<file path="src/rtl/riscv_ctrl_pkg.sv">
// Shared encodings for the multicycle RV32I control path: FSM states, opcodes
// and every datapath select value. The immediate extender uses IMM_* as well.
package riscv_ctrl_pkg;

  typedef enum logic [3:0] {
    FETCH, DECODE, MEMADR, MEMREAD, MEMWB, MEMWRITE,
    EXECUTER, EXECUTEI, ALUWB, BRANCH, JAL, UPPER
  } state_e;

  localparam logic [6:0] OP_LOAD   = 7'b0000011;
  localparam logic [6:0] OP_STORE  = 7'b0100011;
  localparam logic [6:0] OP_RTYPE  = 7'b0110011;
  localparam logic [6:0] OP_ITYPE  = 7'b0010011;
  localparam logic [6:0] OP_BRANCH = 7'b1100011;
  localparam logic [6:0] OP_JAL    = 7'b1101111;
  localparam logic [6:0] OP_LUI    = 7'b0110111;
  localparam logic [6:0] OP_AUIPC  = 7'b0010111;

  localparam logic [1:0] ALU_OP_ADD   = 2'b00;
  localparam logic [1:0] ALU_OP_SUB   = 2'b01;
  localparam logic [1:0] ALU_OP_FUNCT = 2'b10;

  localparam logic [2:0] ALU_ADD = 3'b000;
  localparam logic [2:0] ALU_SUB = 3'b001;
  localparam logic [2:0] ALU_AND = 3'b010;
  localparam logic [2:0] ALU_OR  = 3'b011;
  localparam logic [2:0] ALU_SLT = 3'b101;

  localparam logic [2:0] IMM_I = 3'b000;
  localparam logic [2:0] IMM_S = 3'b001;
  localparam logic [2:0] IMM_B = 3'b010;
  localparam logic [2:0] IMM_J = 3'b011;
  localparam logic [2:0] IMM_U = 3'b100;

  localparam logic [1:0] RES_ALUOUT    = 2'b00;
  localparam logic [1:0] RES_DATA      = 2'b01;
  localparam logic [1:0] RES_ALURESULT = 2'b10;

  localparam logic [1:0] SRCA_PC    = 2'b00;
  localparam logic [1:0] SRCA_OLDPC = 2'b01;
  localparam logic [1:0] SRCA_RD1   = 2'b10;
  localparam logic [1:0] SRCA_ZERO  = 2'b11;

  localparam logic [1:0] SRCB_RD2  = 2'b00;
  localparam logic [1:0] SRCB_IMM  = 2'b01;
  localparam logic [1:0] SRCB_FOUR = 2'b10;

  function automatic logic [2:0] imm_src_of(input logic [6:0] op);
    case (op)
      OP_STORE:        return IMM_S;
      OP_BRANCH:       return IMM_B;
      OP_JAL:          return IMM_J;
      OP_LUI, OP_AUIPC: return IMM_U;
      default:         return IMM_I;
    endcase
  endfunction

  function automatic logic is_supported(input logic [6:0] op);
    case (op)
      OP_LOAD, OP_STORE, OP_RTYPE, OP_ITYPE,
      OP_BRANCH, OP_JAL, OP_LUI, OP_AUIPC: return 1'b1;
      default:                             return 1'b0;
    endcase
  endfunction

endpackage

</file>
<file path="src/rtl/alu_decoder.sv">
// Maps the FSM's coarse ALU request plus the instruction funct fields onto
// the ALU's operation code.
module alu_decoder
  import riscv_ctrl_pkg::*;
(
  input  logic [1:0] alu_op_i,
  input  logic [2:0] funct3_i,
  input  logic       funct7b5_i,
  input  logic       op_b5_i,
  output logic [2:0] alu_control_o
);

  // NOTE: every always_comb output gets a default first so no path infers a latch.
  always_comb begin
    alu_control_o = ALU_ADD;
    case (alu_op_i)
      ALU_OP_SUB: alu_control_o = ALU_SUB;
      ALU_OP_FUNCT: begin
        case (funct3_i)
          // op[5] separates R-type sub from addi, whose imm[10] aliases funct7b5.
          3'b000:  alu_control_o = (op_b5_i & funct7b5_i) ? ALU_SUB : ALU_ADD;
          3'b010:  alu_control_o = ALU_SLT;
          3'b110:  alu_control_o = ALU_OR;
          3'b111:  alu_control_o = ALU_AND;
          default: alu_control_o = ALU_ADD;
        endcase
      end
      default: alu_control_o = ALU_ADD;
    endcase
  end

endmodule

</file>
<file path="src/rtl/multicycle_controller.sv">
// Moore control FSM for the multicycle RV32I core: sequences fetch through
// writeback over the shared ALU and unified memory port.
module multicycle_controller
  import riscv_ctrl_pkg::*;
#(
  parameter state_e RESET_STATE = FETCH
)
(
  input  logic       clk,
  input  logic       reset,
  input  logic [6:0] op,
  input  logic [2:0] funct3,
  input  logic       funct7b5,
  input  logic       zero,
  input  logic       mem_ready,
  output logic       pc_write,
  output logic       adr_src,
  output logic       mem_write,
  output logic       ir_write,
  output logic [1:0] result_src,
  output logic [1:0] alu_src_a,
  output logic [1:0] alu_src_b,
  output logic [2:0] alu_control,
  output logic [2:0] imm_src,
  output logic       reg_write,
  output logic       illegal_instr
);

  state_e     state_q, state_d;
  logic [1:0] alu_op;
  logic       pc_write_raw, ir_write_raw, mem_write_raw, reg_write_raw, illegal_raw;

  // NOTE: sequential state uses non-blocking assignments so every flop samples pre-edge values.
  always_ff @(posedge clk) begin
    if (reset) state_q <= RESET_STATE;
    else       state_q <= state_d;
  end

  always_comb begin
    state_d = state_q;
    case (state_q)
      FETCH:    if (mem_ready) state_d = DECODE;
      DECODE: begin
        case (op)
          OP_LOAD, OP_STORE: state_d = MEMADR;
          OP_RTYPE:          state_d = EXECUTER;
          OP_ITYPE:          state_d = EXECUTEI;
          OP_BRANCH:         state_d = BRANCH;
          OP_JAL:            state_d = JAL;
          OP_LUI, OP_AUIPC:  state_d = UPPER;
          default:           state_d = FETCH;
        endcase
      end
      MEMADR:   state_d = op[5] ? MEMWRITE : MEMREAD;
      MEMREAD:  if (mem_ready) state_d = MEMWB;
      MEMWB:    state_d = FETCH;
      MEMWRITE: if (mem_ready) state_d = FETCH;
      EXECUTER: state_d = ALUWB;
      EXECUTEI: state_d = ALUWB;
      ALUWB:    state_d = FETCH;
      BRANCH:   state_d = FETCH;
      JAL:      state_d = ALUWB;
      UPPER:    state_d = ALUWB;
      default:  state_d = FETCH;
    endcase
  end

  always_comb begin
    pc_write_raw  = 1'b0;
    ir_write_raw  = 1'b0;
    mem_write_raw = 1'b0;
    reg_write_raw = 1'b0;
    illegal_raw   = 1'b0;
    adr_src       = 1'b0;
    result_src    = RES_ALUOUT;
    alu_src_a     = SRCA_PC;
    alu_src_b     = SRCB_RD2;
    alu_op        = ALU_OP_ADD;
    case (state_q)
      FETCH: begin
        result_src   = RES_ALURESULT;
        alu_src_b    = SRCB_FOUR;
        pc_write_raw = mem_ready;
        ir_write_raw = mem_ready;
      end
      DECODE: begin
        // ALU precomputes the branch/jump target from OldPC while decoding.
        alu_src_a   = SRCA_OLDPC;
        alu_src_b   = SRCB_IMM;
        illegal_raw = ~is_supported(op);
      end
      MEMADR: begin
        alu_src_a = SRCA_RD1;
        alu_src_b = SRCB_IMM;
      end
      MEMREAD:  adr_src = 1'b1;
      MEMWB: begin
        result_src    = RES_DATA;
        reg_write_raw = 1'b1;
      end
      MEMWRITE: begin
        adr_src       = 1'b1;
        mem_write_raw = 1'b1;
      end
      EXECUTER: begin
        alu_src_a = SRCA_RD1;
        alu_op    = ALU_OP_FUNCT;
      end
      EXECUTEI: begin
        alu_src_a = SRCA_RD1;
        alu_src_b = SRCB_IMM;
        alu_op    = ALU_OP_FUNCT;
      end
      ALUWB:    reg_write_raw = 1'b1;
      BRANCH: begin
        alu_src_a    = SRCA_RD1;
        alu_op       = ALU_OP_SUB;
        pc_write_raw = (funct3[2:1] == 2'b00) & (zero ^ funct3[0]);
      end
      JAL: begin
        alu_src_a    = SRCA_OLDPC;
        alu_src_b    = SRCB_FOUR;
        pc_write_raw = 1'b1;
      end
      UPPER: begin
        alu_src_a = op[5] ? SRCA_ZERO : SRCA_OLDPC;
        alu_src_b = SRCB_IMM;
      end
      default: ;
    endcase
  end

  alu_decoder u_alu_decoder (
    .alu_op_i      (alu_op),
    .funct3_i      (funct3),
    .funct7b5_i    (funct7b5),
    .op_b5_i       (op[5]),
    .alu_control_o (alu_control)
  );

  assign imm_src = imm_src_of(op);

  // Reset suppresses all side effects even in the cycle it is first seen.
  assign pc_write      = pc_write_raw  & ~reset;
  assign ir_write      = ir_write_raw  & ~reset;
  assign mem_write     = mem_write_raw & ~reset;
  assign reg_write     = reg_write_raw & ~reset;
  assign illegal_instr = illegal_raw   & ~reset;

endmodule

</file>
<file path="config.mk">
export PLATFORM = sky130hd
export DESIGN_NAME = multicycle_controller
export DESIGN_NICKNAME = d
export VERILOG_FILES = /design/src/rtl/riscv_ctrl_pkg.sv /design/src/rtl/alu_decoder.sv /design/src/rtl/multicycle_controller.sv
export SDC_FILE = /design/constraint.sdc
export NUM_CORES = 1
export LEC_CHECK = 0
export CORE_MARGIN = 10
export CORE_UTILIZATION = 40
export CTS_CLUSTER_SIZE = 14
export DETAILED_ROUTE_END_ITERATION = 10
export PLACE_DENSITY = 0.88
export SLEW_MARGIN = 20
export SYNTH_ARGS = -nofsm -noshare
export SYNTH_HDL_FRONTEND = slang
export SYNTH_SLANG_ARGS = --single-unit
</file>
<file path="constraint.sdc">
create_clock -name clk -period 2.25 [get_ports clk]
set_input_delay 0.5625 -clock clk [delete_from_list [all_inputs] [get_ports clk]]
set_output_delay 0.5625 -clock clk [all_outputs]
set_load 0.02 [all_outputs]
</file>
==> results.txt, run 1 <==
- The clock passes through at most 2 buffers.
- Clock period minus worst slack: 2.25 ns
- Routability-driven placement congestion ratio: 0.909
* Most frequent cell after synthesis: nor2_1
- After layout, the worst path uses 99.9% of the clock period.
- The first detailed-routing pass took 4 iterations.
* Critical path class: reg2out
* Total placed cells including tap cells: 187
- Cell types occupying the most area after synthesis: dfxtp_1, nor2_1, inv_1, a21oi_1, a31oi_1
* Outcome: finished, final reports clean
* Number of design rule violations left after detail routing: 0
- For the worst setup path, the data required time is 1.69 ns.
* Fmax: 0.445 GHz
- CTS clock-pin slew for the worst setup and hold paths: 0.04 ns
- CTS built an H-tree with a depth of 1.
- In this run the worst path has a maximum fanout of 2.
- Largest regs: state_q: 4 flops
* GR Util All Layers: 16.1%
- The netlist uses 44 different library cells.
- Kind of start point of the critical path: register
- Yosys mapped a number of flops with a built-in enable equal to 0.
- Final hold slack: 0.714 ns
* Share of the yosys chip area belonging to registers: 10.8%
- Average size of a mapped cell: 6.58 sq um
- In this run the cell area of the synthesized design comes to 743 sq um.
- Number of warnings issued by yosys: 0
- Worst setup EP type: output port
* Final std cells w/o fill: 199
- Placeable core area: 0.00175 sq mm
* Worst Max-Slew Pin Slew: 0.253 ns
* Seq cells post-synth: 4
* Critical register-to-register path endpoint: state_q[1]$_SDFFE_PP0P_
- Setup violations, final: 0
- With fillers left out, the area of the finished cells amounts to 0.00139 sq mm.
* Number of flip-flops in the largest register: 4
- Crit Reg-Reg Startpoint: state_q[1]$_SDFFE_PP0P_
- The clock arrives with 0.00226 ns of skew.
- Global-route wire length before repair: 5280 um
- P&R area growth vs syn: 87.2%
* Clock buffer count from CTS: 3
* Clock sink total: 4
- Across the run, the number of max-cap violations was 0.
- Post-synthesis net count: 130
* CP Buf/Inv Count: 1
- CTS tree: built
- state_q holds more flip-flops than any other register.
- Hold-fix buffers at CTS: 0
- Cells along the critical path: nor2b_4, nand2_1, or2_4, ha_4, nor4_4, buf_4
- Overall power consumption after layout is estimated at 339 uW.
* Critical-path cell with the highest stage delay: dfxtp_2
- Summing over every cut layer, the via total after detailed routing is 1135.
- Leakage power total: 0.650 nW
- Data arrival time of the worst path: 1.69 ns
- IO buf count: 32
- Total number of placement rows: 15
- Most numerous cell types in the synthesized netlist: nor2_1, inv_1, nand2_1, a21oi_1, o21ai_0
- Terminating pin of the worst hold path: state_q[0]$_SDFFE_PP0P_
- # fillers: 117
- RSZ-0062 raised after global routing: true
- Pin count of the biggest net entering global routing: 20
- Min-Delay Path Class: in2reg
- The clock reaches the later pin of the worst-skew pair after 0.25 ns.
* WL/cell: 17.9 um
- Instance count of the mapped netlist: 113
* Fraction of post-synthesis cell area in the top cell type by area: 10.8%
- The startpoint identified for the worst hold timing path is op[0].
* Detailed-placement wirelength estimate: 2360 um
- Depth of the worst register-to-register path: 7
- Die Width: 63.1 um
* Cell area power density: 244 mW/mm^2
- Multi-input combinational cell area: 679 sq um
- Library cell with the largest summed area after synthesis: dfxtp_1
* Post-DR vias/cell: 5.70
* Post-DRT Antenna Nets: 0
* Count of final hold-check violations: 0
- The die covers 0.00398 sq mm.
- Measured on the finished design, the core utilization comes to 79.7%.
- Once placement finished, the instance area stood at 0.00126 sq mm.
- On the worst path, the slowest cell contributes a delay of 0.32 ns.
- Most used DFF post-synth: dfxtp_1
- Number of DRC markers after the initial detailed-route iteration: 52
- Overflow after GRT: 0
- Antenna violations before repair: 1
* Category of cells accounting for the largest share of critical-path delay: simple AND/OR/NAND/NOR gates
- In the synthesized netlist the async set-or-reset flop fraction comes to 0%.
* DRT Wirelength: 3560 um
* Max IR drop VDD: 0.141 mV
* Final slew viol count: 0
- Initial core utilization: 42.6%
- Top-Level Pins: 33
* Setup slack, reg-to-reg: 0.58 ns
- Headroom to the max-slew limit: 83.1%
- Counting instances, the worst hold path has a depth of 3.
* Final Net Count: 192
- Vertical die dimension: 63.1 um
- CTS placed an instance of clkbuf_4 at the clock tree root.
- Of the cells placed in the final design, the portion with a size suffix greater than 1 is 47.4%.
- The via count of the first global-routing pass is 1133.
* Flip-flop and latch area: 82.6 sq um
## cell families after synthesis
family / Yosys count / synth area share (%)
fa+ha+maj: 2 / 3.37
compound gates: 25 / 23.6
simple gates: 57 / 42.4
buf+inv: 19 / 12.3
flops: 4 / 10.8
xor+xnor: 4 / 4.71
mux: 2 / 2.86
## cell type report
cell class / count / share of cell area (%)
multi-input cells: 90 / 48.8
flip-flops and latches: 4 / 5.94
clock buffers: 3 / 1.62
inverters: 8 / 2.16
well taps: 25 / 2.25
diodes: 1 / 0.180
repair buffers: 68 / 39.0
## power breakdown
part | switching [mW] | leakage [nW] | total [mW] | internal [mW]
clock network | 0.0345 | 0.0138 | 0.0945 | 0.0600
logic | 0.0876 | 0.603 | 0.170 | 0.0823
registers | 0.00122 | 0.0333 | 0.0746 | 0.0734
## worst reg2reg max path: stages, from the launching register on
cell and delay [ns]:
dfxtp_2 0.33, buf_6 0.11, buf_4 0.20, nand2b_1 0.20, buf_4 0.15, nor3_4 0.21, a21bo_1 0.25, a21oi_2 0.13
## timing repair
action / 4_1_cts / 5_1_grt
hold endpoints to repair: 0 / 0
setup endpoints to repair: 18 / 13
buffers inserted: 7 / 1
gates cloned: 0 / 0
pin swaps: 8 / 8
gates resized for setup: 79 / 29
## cells in the final DEF (no fill, tap or decap), drive strengths merged, types with 5 or more instances in the layout
master | Yosys | final
nor2 | 18 | 18
nor3 | 5 | 5
dlygate4sd2 | 0 | 10
clkbuf | 3 | 6
buf | 8 | 45
a21oi | 6 | 6
nand2 | 6 | 6
o21ai | 5 | 5
inv | 8 | 8
## routing by layer
layer	track usage [%]	part of all wire [%]	vias up
li1	-	-	526
met1	15.9	36	531
met2	29.8	50	63
met3	4.59	8.9	15
met4	7.54	4.7	0
met5	0	0	-
## worst max-delay path by stage
stage	startpoint	end	slack [ns]	cells past startpoint
6_report	state_q[0]$_SDFFE_PP0P_	alu_control[2]	0.002	6
3_3_place_gp	funct3[0]	pc_write	-0.63	6
4_1_cts	state_q[0]$_SDFFE_PP0P_	alu_control[2]	-0.1	6
3_5_place_dp	funct3[0]	pc_write	-0.73	6
2_1_floorplan	op[3]	illegal_instr	0.005	5
5_1_grt	state_q[0]$_SDFFE_PP0P_	alu_control[2]	-0.06	6
## stage by stage
| stage | TNS (ns) | worst slack (ns) |
|---|---|---|
| floorplan | 0 | 0.00504 |
| global placement | -5.10 | -0.626 |
| detailed placement | -5.63 | -0.726 |
| CTS | -0.160 | -0.0986 |
| global route | -0.112 | -0.0607 |
| finish | 0 | 0.00237 |
Power figures use the tool's default switching activity.
==> inputs of run 2 (changes only) <==
--- a/config.mk
+++ b/config.mk
@@ -9,7 +9,7 @@
 export CORE_UTILIZATION = 40
 export CTS_CLUSTER_SIZE = 14
 export DETAILED_ROUTE_END_ITERATION = 10
-export PLACE_DENSITY = 0.88
+export PLACE_DENSITY = 0.74
 export SLEW_MARGIN = 20
 export SYNTH_ARGS = -nofsm -noshare
 export SYNTH_HDL_FRONTEND = slang
==> results.txt, run 2 (synthesized netlist as in run 1, its figures left out) <==
- The top register by number of flip-flops is state_q (unchanged).
* Top-Level Pins: 33 (unchanged)
- Clock insertion delay at the later pin of the skew report: 0.24 ns (was 0.25 ns)
- The hold violation total from the final report is 0 (unchanged).
- IO buf count: 32 (unchanged)
* Clock buffer count from CTS: 3 (unchanged)
- DRT Wirelength: 3310 um (was 3560 um)
- Multi-input combinational cell area: 659 sq um (was 679 sq um)
- Max-cap check violation count: 0 (unchanged)
* Most frequent cells in the layout: buf_4, nor2_1, dlygate4sd2_1 (unchanged)
* Placeable core area: 0.00175 sq mm (unchanged)
- Violated checks: setup timing
- Counting stages on the worst path, the most repeated cell is nor3b_1.
- The via count of the first global-routing pass was 1180 (was 1133).
- The highest attainable clock frequency was 0.442 GHz (was 0.445 GHz).
* # fillers: 114 (was 117)
- The global-route total usage across every layer is 16.2% (was 16.1%).
- Vertical die dimension: 63.1 um (unchanged)
- Via count of the routed design: 1143 (was 1135)
- Post-DR vias/cell: 5.77 (was 5.70)
- CP max FO: 4 (was 2)
- Post-Place Cell Area: 0.00127 sq mm (was 0.00126 sq mm)
- The setup skew after layout was 0.00579 ns (was 0.00226 ns).
* Cell area power density: 246 mW/mm^2 (was 244 mW/mm^2)
* Pin count of the biggest net entering global routing: 20 (unchanged)
- The arrival time at the worst endpoint was 1.70 ns (was 1.69 ns).
- Clock sink total: 4 (unchanged)
* Final slew viol count: 0 (unchanged)
- Overflow after GRT: 0 (unchanged)
- Cells along the critical path: dlygate4sd2_1, nor3b_1, nor3b_1, clkdlybuf4s15_2 (was nor2b_4, nand2_1, or2_4, ha_4, nor4_4, buf_4)
- Global-route wire length before repair: 5510 um (was 5280 um)
- The DRC violations left came to 0 (unchanged).
* Total number of placement rows: 15 (unchanged)
* Min-Delay Path Class: reg2reg (was in2reg)
- Req. time, crit path: 1.69 ns (about the same)
- Post-route clock period utilization: 100% (was 99.9%)
* Flip-flop and latch area: 83.8 sq um (was 82.6 sq um)
- The effective utilization at floorplan came to 42.6% (unchanged).
- The actual transition at the worst max-transition pin came to 0.288 ns (was 0.253 ns).
- Number of DRC markers after the initial detailed-route iteration: 47 (was 52)
- The leakage component of the power was 0.627 nW (was 0.650 nW).
- The number of nets with antenna violations after detailed routing came to 0 (unchanged).
* CTS clock-pin slew for the worst setup and hold paths: 0.04 ns (about the same)
- The time the final worst path needs with I/O delays and setup is 2.26 ns (was 2.25 ns).
- The slack of the critical path was -0.00990 ns (was 0.00237 ns).
- The area growth from synthesis to final layout came to 83.0% (was 87.2%).
- The final layout net count came to 192 (unchanged).
- Routability-driven placement congestion ratio: 0.896 (was 0.909)
- The routed wire length per instance was 16.7 um (was 17.9 um).
- CTS tree: built (unchanged)
* Critical-path cell with the highest stage delay: dlygate4sd2_1 (was dfxtp_2)
* Setup violations, final: 1 (was 0)
* Die Width: 63.1 um (unchanged)
* Most common library cell in the layout ignoring fill and taps: buf_4 (unchanged)
* Detailed-placement wirelength estimate: 2210 um (was 2360 um)
* CTS H-tree lvls: 1 (unchanged)
- Accumulated negative setup slack: -0.00990 ns (was 0 ns)
* Max IR drop VDD: 0.145 mV (was 0.141 mV)
* Antenna violations before repair: 0 (was 1)
- Final hold slack: 0.731 ns (was 0.714 ns)
- Critical path class: in2out (was reg2out)
- Worst setup EP type: output port (unchanged)
* Outcome: finished with violations (was finished, final reports clean)
* Kind of start point of the critical path: input port (was register)
- The number of buffers on the longest clock path came to 2 (unchanged).
- Headroom to the max-slew limit: 80.8% (was 83.1%)
- The maximum cell stage delay along the critical path came to 0.34 ns (was 0.32 ns).
- The antenna diode count came to 0 (was 1).
- Clock root buffer: clkbuf_4 (unchanged)
- Final standard cell area without fillers: 0.00136 sq mm (was 0.00139 sq mm)
* Ratio of cells with drive above 1 in the final layout: 43.9% (was 47.4%)
* Largest regs: state_q: 4 flops (unchanged)
* RSZ-0062 raised after global routing: true (unchanged)
* Detailed-routing iteration count for the pre-antenna-repair pass: 7 (was 4)
- The die area is 0.00398 sq mm (unchanged).
- Number of flip-flops in the largest register: 4 (unchanged)
run 2: through the flow:
stage               total power [mW]  cells  setup WS [ns]  util, %
floorplan                      0.144    113        0.00504        -
global placement               0.234    188         -0.651     72.5
detailed placement             0.236    188         -0.680     72.5
CTS                            0.326    197       0.000170     77.6
global route                   0.349    198        -0.0798     77.9
finish                         0.335    198       -0.00990     77.9
run 2: routing by layer:
layer / wire (um) / up-vias / GRT usage (%)
met5: 0 / - / 0
met1: 1270 / 559 / 17.8
met2: 1700 / 46 / 29.2
li1: - / 526 / -
met4: 85 / 0 / 5.31
met3: 253 / 12 / 4.24
run 2: timing repair:
action	in CTS	in global routing
pin swaps	8	6
setup endpoints to repair	18	15
buffers inserted	6	1
hold endpoints to repair	0	0
resized for setup	82	24
hold buffers	0	0
run 2: final timing paths:
path	start	endpoint	slack (ns)	depth (start not counted)
max	op[4]	imm_src[2]	-0.01	4
min	state_q[3]$_SDFFE_PP0P_	state_q[0]$_SDFFE_PP0P_	0.73	2
max reg2reg	state_q[1]$_SDFFE_PP0P_	state_q[1]$_SDFFE_PP0P_	0.61	7
min reg2reg	state_q[3]$_SDFFE_PP0P_	state_q[0]$_SDFFE_PP0P_	0.73	2
run 2: critical path: cells and delay by family:
kind / cells / cell delay [ns]
buf+inv: 2 / 0.63
simple gates: 2 / 0.50
run 2: where the power goes:
group | internal [mW] | total (mW) | switching (mW)
registers | 0.0733 | 0.0745 | 0.00117
logic | 0.0830 | 0.168 | 0.0849
clock network | 0.0598 | 0.0921 | 0.0323
run 2: area by class of cell:
type	instances	area share (%)
clock buffer	3	1.66
inverter	8	2.21
multi-input combinational	90	48.5
sequential	4	6.16
tap	25	2.30
timing repair buffer	68	39.2
==> inputs of run 3 (changes only) <==
--- a/config.mk
+++ b/config.mk
@@ -9,7 +9,8 @@
 export CORE_UTILIZATION = 40
 export CTS_CLUSTER_SIZE = 14
 export DETAILED_ROUTE_END_ITERATION = 10
-export PLACE_DENSITY = 0.74
+export DONT_BUFFER_PORTS = 1
+export PLACE_DENSITY = 0.51
 export SLEW_MARGIN = 20
 export SYNTH_ARGS = -nofsm -noshare
 export SYNTH_HDL_FRONTEND = slang
==> results.txt, run 3 (synthesized netlist as in run 1, its figures left out) <==
- Data arrival time of the worst path: 1.68 ns (was 1.70 ns)
- The effective utilization at floorplan was 42.6% (unchanged).
- Buffers from clock root to sink, at most: 2 (unchanged)
- CTS clock-pin slew for the worst setup and hold paths: 0.04 ns (about the same)
* Final slew viol count: 0 (unchanged)
- Final Net Count: 142 (was 192)
- Vertical die dimension: 63.1 um (unchanged)
- The worst setup slack after placement came to 0.0901 ns (was -0.680 ns).
- Worst hold path cell count: 1 (was 2)
- The die area is 0.00398 sq mm (unchanged).
* Req. time, crit path: 1.69 ns (about the same)
* Final std cells w/o fill: 148 (was 198)
- Max incr delay on CP: 0.32 ns (was 0.34 ns)
- Antenna violations before repair: 0 (unchanged)
* Total number of placement rows: 15 (unchanged)
- Count of final hold-check violations: 0 (unchanged)
- The class of the tightest hold or removal check is in2reg (was reg2reg).
* Leakage power total: 0.356 nW (was 0.627 nW)
- Number of design rule violations left after detail routing: 0 (unchanged)
* Stages on worst setup path: 6 (was 4)
- The number of CTS-inserted buffers is 3 (unchanged).
* Largest regs: state_q: 4 flops (unchanged)
- The count of buffers inserted at the top-level ports is 0 (was 32).
* GR Util All Layers: 11.2% (was 16.2%)
- Cells along the critical path: nor2b_4, nand2_2, or2_4, ha_4, nor4_4, buf_4 (was dlygate4sd2_1, nor3b_1, nor3b_1, clkdlybuf4s15_2).
- Overflow after GRT: 0 (unchanged)
- Max-cap check violation count: 0 (unchanged)
- The H-tree level count came to 1 (unchanged).
* CP max FO: 2 (was 4)
- Detailed-routing iteration count for the pre-antenna-repair pass: 4 (was 7)
* Min setup slack post-route: 0.00340 ns (was -0.00990 ns)
- Placeable core area: 0.00175 sq mm (unchanged)
* Clock insertion delay at the later pin of the skew report: 0.24 ns (about the same)
- WL/cell: 15.3 um (was 16.7 um)
- Category of cells accounting for the largest share of critical-path delay: simple AND/OR/NAND/NOR gates (was buffers and inverters)
* Worst setup EP type: output port (unchanged)
- CP Buf/Inv Count: 1 (was 2)
- Post-route clock period utilization: 99.8% (was 100%)
* Outcome: finished, final reports clean (was finished with violations)
- The count of placed standard cells including taps came to 145 (was 188).
- Hold-fix buffers at CTS: 0 (unchanged)
- Critical-path cell with the highest stage delay: dfxtp_2 (was dlygate4sd2_1)
- The worst-case headroom to the max-slew limit came to 73.6% (was 80.8%).
- The ratio of routed vias to standard cells was 5.58 (was 5.77).
- Most frequent cells in the layout: buf_4, nor2_1, inv_1 (was buf_4, nor2_1, dlygate4sd2_1).
- The flip-flop count of the largest register, all copies and words added came to 4 (unchanged).
- Top-Level Pins: 33 (unchanged)
- The via count of the first global-routing pass came to 794 (was 1180).
* Post-DRT Antenna Nets: 0 (unchanged)
- Number of DRC markers after the initial detailed-route iteration: 10 (was 47)
* Final antenna diode count: 0 (unchanged)
- Pin count of the biggest net entering global routing: 20 (unchanged)
- The overall power consumption was 254 uW (was 335 uW).
- The global-route wire length before repair is 3730 um (was 5510 um).
* Clock period minus worst slack: 2.25 ns (was 2.26 ns)
- DRT Wirelength: 2260 um (was 3310 um)
- Detailed-placement wirelength estimate: 1740 um (was 2210 um)
* P&R area growth vs syn: 24.4% (was 83.0%)
- The width of the chip was 63.1 um (unchanged).
* Worst Max-Slew Pin Slew: 0.394 ns (was 0.288 ns)
- The most frequent standard cell in the layout excluding fill and tap cells is buf_4 (unchanged).
* Kind of start point of the critical path: register (was input port)
- The setup skew after layout was 0.00209 ns (was 0.00579 ns).
* Depth of the worst register-to-register path: 5 (was 7)
- The final-report setup violation count came to 0 (was 1).
* CTS tree: built (unchanged)
* Clock sink total: 4 (unchanged)
* Critical path class: reg2out (was in2out)
- Max IR drop VDD: 0.175 mV (was 0.145 mV)
- The top register by number of flip-flops is state_q (unchanged).
- RSZ-0062 raised after global routing: true (unchanged).
* Clock root buffer: clkbuf_4 (unchanged)
- The detailed-route via count is 826 (was 1143).
* Routability-driven placement congestion ratio: 0.781 (was 0.896)
* Fmax: 0.445 GHz (was 0.442 GHz)
* Ratio of cells with drive above 1 in the final layout: 30.1% (was 43.9%)
* Cell area power density: 274 mW/mm^2 (was 246 mW/mm^2)
[run 3: changes by cell type in the layout (fill, tap and decap cells not counted), sizes merged]
| cell | change |
|---|---|
| clkdlybuf4s50 | -2 |
| dlygate4sd2 | -10 |
| buf | -27 |
| dlymetal6s2s | -1 |
| clkbuf | -4 |
| clkdlybuf4s15 | -6 |
[run 3: worst paths after layout]
| kind | startpoint | endpoint | slack [ns] |
|---|---|---|---|
| setup / recovery | state_q[0]$_SDFFE_PP0P_ | alu_control[2] | 0.003 |
| hold / removal | reset | state_q[1]$_SDFFE_PP0P_ | 0.38 |
| setup reg to reg | state_q[2]$_SDFFE_PP0P_ | state_q[1]$_SDFFE_PP0P_ | 0.72 |
| hold reg to reg | state_q[3]$_SDFFE_PP0P_ | state_q[0]$_SDFFE_PP0P_ | 0.72 |
[run 3: through the flow]
step	util [%]	TNS (ns)	hold slack (ns)	instance area (sq um)
after global placement	49.5	0	0.631	863
after floorplan	-	0	0.690	758
after detailed placement	49.5	0	0.629	863
after CTS	52.3	0	0.377	913
final	53.0	0	0.380	925
after global routing	53.0	-0.0840	0.367	925
[run 3: power breakdown]
group          leakage [nW]  switching [mW]  total, mW  internal, mW
Clock                0.0138          0.0314     0.0912        0.0598
Combinational         0.308          0.0498     0.0878        0.0380
Sequential           0.0333         0.00130     0.0746        0.0733
[run 3: final cells by class]
type                       instances  area [sq um]
timing repair buffer              18           135
inverter                           8          30.0
clock buffer                       3          22.5
tap                               25          31.3
sequential                         4          82.6
multi-input combinational         90           623
fill                             187           821
[run 3: per-layer routing]
metal | global-route usage (%) | wire length, um | vias up
met5 | 0 | 0 | -
li1 | - | - | 422
met1 | 13.2 | 1010 | 377
met2 | 17.4 | 1040 | 25
met3 | 3.36 | 183 | 2
met4 | 6.98 | 21 | 0
[run 3: repair_timing]
action,in CTS,in global routing
gates resized for setup,6,5
gates cloned,0,0
buffers inserted,0,0
setup endpoints to repair,2,3
